**config.mk**
```make
export PLATFORM = sky130hd
export DESIGN_NAME = prng_seq
export DESIGN_NICKNAME = d
export VERILOG_FILES = /design/src/rtl/prng_seq.sv
export SDC_FILE = /design/constraint.sdc
export NUM_CORES = 1
export LEC_CHECK = 0
export ABC_CLOCK_PERIOD_IN_PS = 2000
export CAP_MARGIN = 20
export CORE_MARGIN = 2
export CORE_UTILIZATION = 50
export DETAILED_ROUTE_END_ITERATION = 10
export MAX_ROUTING_LAYER = met4
export PLACE_DENSITY_LB_ADDON = 0.1
export SYNTH_ARGS = -nofsm -noshare
export SYNTH_HDL_FRONTEND = slang
export SYNTH_SLANG_ARGS = --single-unit
```
**constraint.sdc**
```tcl
create_clock -name clk -period 2 [get_ports clk]
set_clock_uncertainty 0.15 [all_clocks]
set_input_delay 0.3 -clock clk [delete_from_list [all_inputs] [get_ports clk]]
set_output_delay 0.3 -clock clk [all_outputs]
set_load 0.02 [all_outputs]
```
**src/rtl/prng_seq.sv**
```systemverilog
// prng_seq: start/done initiator for the Lehmer prng core. Chains each result
// back as the next seed and buffers results in a FIFO behind a valid/ready port.
`default_nettype none

module prng_seq #(
    parameter int WIDTH   = 32,
    parameter int DEPTH   = 4,
    parameter int TIMEOUT = 64
) (
    input  logic                     clk,
    input  logic                     rst,
    input  logic                     run,
    input  logic                     seed_load,
    input  logic [WIDTH-1:0]         seed_in,
    input  logic                     flush,
    output logic                     prng_start,
    output logic [WIDTH-1:0]         prng_seed,
    input  logic                     prng_done,
    input  logic [WIDTH-1:0]         prng_rand,
    output logic [WIDTH-1:0]         rnd_data,
    output logic                     rnd_valid,
    input  logic                     rnd_ready,
    output logic [$clog2(DEPTH):0]   level,
    output logic                     err
);

    localparam int PW = $clog2(DEPTH);
    localparam int LW = PW + 1;
    localparam int TW = $clog2(TIMEOUT + 1);
    localparam logic [LW-1:0] DEPTH_L  = LW'(DEPTH);
    localparam logic [TW-1:0] TMO_LAST = TW'(TIMEOUT - 1);

    typedef enum logic [1:0] {
        S_IDLE = 2'd0,
        S_REQ  = 2'd1,
        S_ACK  = 2'd2
    } state_t;

    state_t            state_q, state_d;
    logic [WIDTH-1:0]  seed_q, seed_d;
    logic              pend_q, pend_d;
    logic [WIDTH-1:0]  pend_seed_q, pend_seed_d;
    logic              err_q, err_d;
    logic [TW-1:0]     tmo_q, tmo_d;
    logic              to_idle;

    logic [WIDTH-1:0]  mem_q [DEPTH];
    logic [PW-1:0]     wr_q, rd_q;
    logic [LW-1:0]     cnt_q;
    logic              push, pop;
    logic [PW-1:0]     wr_idx;

    assign push   = (state_q == S_REQ) && prng_done;
    assign pop    = rnd_valid && rnd_ready;
    assign wr_idx = flush ? {PW{1'b0}} : wr_q;

    always_ff @(posedge clk or negedge rst) begin
        if (!rst) begin
            state_q     <= S_IDLE;
            seed_q      <= WIDTH'(1);
            pend_q      <= 1'b0;
            pend_seed_q <= '0;
            err_q       <= 1'b0;
            tmo_q       <= '0;
        end else begin
            state_q     <= state_d;
            seed_q      <= seed_d;
            pend_q      <= pend_d;
            pend_seed_q <= pend_seed_d;
            err_q       <= err_d;
            tmo_q       <= tmo_d;
        end
    end

    always_comb begin
        state_d     = state_q;
        seed_d      = seed_q;
        pend_d      = pend_q;
        pend_seed_d = pend_seed_q;
        err_d       = err_q;
        tmo_d       = tmo_q;
        to_idle     = 1'b0;
        case (state_q)
            S_IDLE: begin
                if (seed_load) seed_d = seed_in;
                // Only one request is ever in flight, so free space here is the reservation.
                if (run && !err_q && (cnt_q < DEPTH_L)) begin
                    state_d = S_REQ;
                    tmo_d   = '0;
                end
            end
            S_REQ: begin
                if (prng_done) begin
                    seed_d  = prng_rand;
                    state_d = S_ACK;
                end else if (tmo_q == TMO_LAST) begin
                    state_d = S_IDLE;
                    err_d   = 1'b1;
                    to_idle = 1'b1;
                end else begin
                    tmo_d = tmo_q + TW'(1);
                end
            end
            S_ACK: begin
                if (!prng_done) begin
                    state_d = S_IDLE;
                    to_idle = 1'b1;
                end
            end
            default: state_d = S_IDLE;
        endcase

        if (seed_load && (state_q != S_IDLE)) begin
            pend_d      = 1'b1;
            pend_seed_d = seed_in;
        end
        // A deferred load wins over the chained result once the handshake is over.
        if (to_idle && pend_d) begin
            seed_d = pend_seed_d;
            pend_d = 1'b0;
        end
        if (seed_load) err_d = 1'b0;
    end

    always_ff @(posedge clk or negedge rst) begin
        if (!rst) begin
            for (int i = 0; i < DEPTH; i++) mem_q[i] <= '0;
            wr_q  <= '0;
            rd_q  <= '0;
            cnt_q <= '0;
        end else begin
            if (push) mem_q[wr_idx] <= prng_rand;
            if (flush) begin
                rd_q  <= '0;
                wr_q  <= push ? PW'(1) : '0;
                cnt_q <= push ? LW'(1) : '0;
            end else begin
                if (push) wr_q <= wr_q + PW'(1);
                if (pop)  rd_q <= rd_q + PW'(1);
                if (push && !pop)      cnt_q <= cnt_q + LW'(1);
                else if (pop && !push) cnt_q <= cnt_q - LW'(1);
            end
        end
    end

    assign prng_start = (state_q == S_REQ);
    assign prng_seed  = seed_q;
    assign rnd_valid  = (cnt_q != '0);
    assign rnd_data   = rnd_valid ? mem_q[rd_q] : '0;
    assign level      = cnt_q;
    assign err        = err_q;

endmodule

`default_nettype wire

```
==> impl_results.md <==
- Seq pwr share: 28.4%
- Leak: ~6.8 nW
- DRT antenna net count: 0
- Actual slew at the worst max-slew pin: 0.4174 ns
- Pwr dens: approximately 1700 nW/µm²
- Register area: 5263 µm²
- DRC: 0
- Final setup margin: -0.4424 ns
- First-pass DRT Iterations: 4
- Synthesized area per cell: 15.01 µm²
- WP data required: 1.55 ns
- DIE WIDTH: 146.1 µm
- Peak supply drop: between 0.9 and 1 mV
- Clk pin slew, worst setup/hold paths: approximately 0.07 ns
- Die Y: 146.1 µm
- Final Hold Viols: 0
- Reg2reg start: state_q[0]
- Final Critical Period: 2.442 ns
- # fillers: 1172
- Worst-skew pair later-pin latency: ~0.51 ns
- Final period utilization: 122.1%
- Vias: ~6700
- Grt ovf: 0
- CTS root buf: clkbuf_16
- Max-cap viol count: 0
- Number of port buffers: 140
- Number of synthesized flops with an enable pin: 0
- Number of synthesized register bits: 210
- Antenna diodes: 0
- DRT iter0 DRCs: 359
- Synth top area share: between 50% and 60%
- Via-per-instance ratio: between 5 and 6
- CTS max path bufs: 3
- Largest net degree at the start of global routing: 64
- Ys Warns: 0
- CTS tree: yes
- Failing checks: negative setup slack
- Area Growth Syn to Fin: 47.57%
- CP startpoint kind: flop
- Rows: 51
- Synthesized cell area: slightly above 10000 µm²
- Switch share: 32.18%
- Post-route cell area: 14910 µm²
- Async set-reset flop share out of synthesis: 100.0%
- Worst Path Max Fanout: 7
- Clock Power Share: between 10% and 20%
- Syn nets: 749
- Seq/Total Area, Yosys: 52.03%
- Final Util: about three quarters
- Post-synth top flop: dfrtp_1
- Io pins: 141
- Fmax: 0.4094 GHz
- Combinational power share: 54.0%
- CP max-delay cell: mux4_2
- Outcome: complete, but fails checks
- Core Region: 19650 µm²
- Num CTS Buffers: 23
- Die ar.: 21360 µm²
- Top cells by area, synth: dfrtp_1 52%, mux2_2 25%, mux4_2 7.1%
- CP Data Arrival Time: 1.99 ns
- H-tree Lvls: 1
- Cell variety after synth: 51
- Placed cell area: 12510 µm²
- Setup-failing EPs final: 153
- Worst Hold Class: in -> async
- Routability cong.: a little over 0.8
- Slew Limit Headroom: 72.00%
- Most frequent cells in the layout: 204 x dfrtp_1, 161 x mux2_4, 101 x clkdlybuf4s50_1, 96 x mux2_2, 63 x buf_4
- Critical path origin: rd_q[0]
- Unrepaired setup endpoints after global routing: yes
- Share of cells above drive strength 1: 59.21%
- Synth Instances: 673
- GRT Total Usage: 27.13%
- CP cell instances: buf_6, mux4_2, and2_4, buf_6
- Vias in the first global route: roughly 7600
- Synth area leader: dfrtp_1
- Dpl hpwl: 15800 µm
- Switching pwr: 7.939 mW
- Clk sinks: 210
- Initial antenna violation count: 0
- Area of the multi-input gates: 5336 µm²
- Bufs and invs on worst path: 2
- Most common cell after layout, fill and taps aside: dfrtp_1
- Int Pwr: 16.73 mW
- Starting density of the core: 51.40%
- Cell mode on critical path: buf_6
- Post-Route WL: 28860 µm
- Critical path type: reg -> out
- Slew Limit Fails: 0
- First-pass GRT wire length: about 44000 µm
- Wire length per cell: approximately 24 µm
- Crit path max-delay family: multiplexers
- Final nets: approximately 1000
- Worst Setup End Kind: primary output
- Slowest stage delay, CP: 0.53 ns
==> logic make-up after synthesis <==
| kind of cell | count (synthesis) | synth area share, % |
|---|---|---|
| AOI/OAI and AO/OA | 23 | 1.697 |
| xor gates and xnor gates | 6 | 0.5203 |
| DFF | 210 | 52.03 |
| muxes | 291 | 37.09 |
| and+or+nand+nor | 90 | 5.078 |
| adders and majority gates | 5 | 0.6936 |
| buffers and inverters | 48 | 2.886 |
==> cells in the mapped netlist (3+ instances only) <==
cell type and instances:
mux2_2 225, buf_4 3, buf_12 3, xor2_1 3, nor2b_1 3, inv_1 4
clkbuf_1 12, mux2_4 30, buf_6 3, dfrtp_1 209, nand3_1 9, nand2_1 12
o31ai_1 3, and2_1 32, mux4_2 32, or3_1 3, ha_1 4, buf_2 23
a31oi_1 3, nor2_1 13, a21oi_1 3, xnor2_1 3, nand2b_1 4
==> registers in the layout, summed over array words and instances, names as in the netlist <==
register / cells
err: 1
tmo_q: 7
prng_seed: 32
pend_seed_q: 32
rd_q: 2
level: 3
state_q: 2
mem_q: 128
wr_q: 2
pend_q: 1
==> worst register-to-register path, stage by stage (launching register included) <==
cell and delay [ns]:
dfrtp_1 0.42, inv_2 0.10, ha_4 0.17, mux2i_4 0.25, nor2_4 0.05, buf_12 0.15, buf_8 0.13, buf_16 0.13
mux2_4 0.29, mux2_4 0.27
==> through the flow <==
stage / instances / hold slack, ns / power [mW] / setup slack (ns) / setup TNS, ns
after floorplan: 673 / -0.1456 / 13.18 / -0.1122 / -4.786
after global placement: 1115 / 0.1097 / 16.59 / -0.3133 / -41.07
after global routing: 1204 / 0.1855 / 25.83 / -0.4998 / -35.31
after detailed placement: 1115 / 0.1219 / 17.05 / -0.3420 / -42.14
final: 1204 / 0.1399 / 24.67 / -0.4424 / -27.01
after CTS: 1200 / 0.1499 / 24.36 / -0.4924 / -28.37
==> cell type report <==
class                           count  share of cell area [%]
Clock inverter                      8                  0.9652
Multi-Input combinational cell    415                   35.80
Timing Repair Buffer              272                   21.58
Inverter                            4                  0.1007
Clock buffer                       30                   4.037
Sequential cell                   210                   35.30
Tap cell                          265                   2.224
==> final timing paths <==
| check | endpoint | slack (ns) | cells past startpoint |
|---|---|---|---|
| max in group asynchronous | prng_seed[14] | 0.86 | 3 |
| max reg2reg | prng_seed[26] | -0.22 | 9 |
| min reg2reg | pend_seed_q[23] | 0.35 | 1 |
| min in group clk | err | 0.30 | 2 |
| min | mem_q[68] | 0.14 | 2 |
| max | rnd_data[24] | -0.44 | 4 |
==> repair_timing <==
action	in CTS	in global routing
setup buffers	28	13
hold endpoints to repair	146	0
hold buffers	1	0
cloned	18	7
setup endpoints to repair	127	171
pin swaps	26	13
gates resized for setup	369	92
==> power by group through the flow <==
| stage | registers, mW | logic [mW] | clock network (mW) |
|---|---|---|---|
| finish | 7.01 | 13.3 | 4.34 |
| global route | 7.20 | 14.0 | 4.61 |
| CTS | 6.94 | 13.0 | 4.39 |
| detailed placement | 6.98 | 10.1 | 0 |
| global placement | 6.83 | 9.76 | 0 |
| floorplan | 7.14 | 6.04 | 0 |
==> per-layer routing <==
layer,wire length [µm],track usage (%),vias up
met5,0,-,-
met4,509,6.699,0
met3,1098,3.781,39
met2,15140,47.67,177
met1,12110,33.37,3548
li1,-,-,2961
Power figures use the tool's default switching activity.
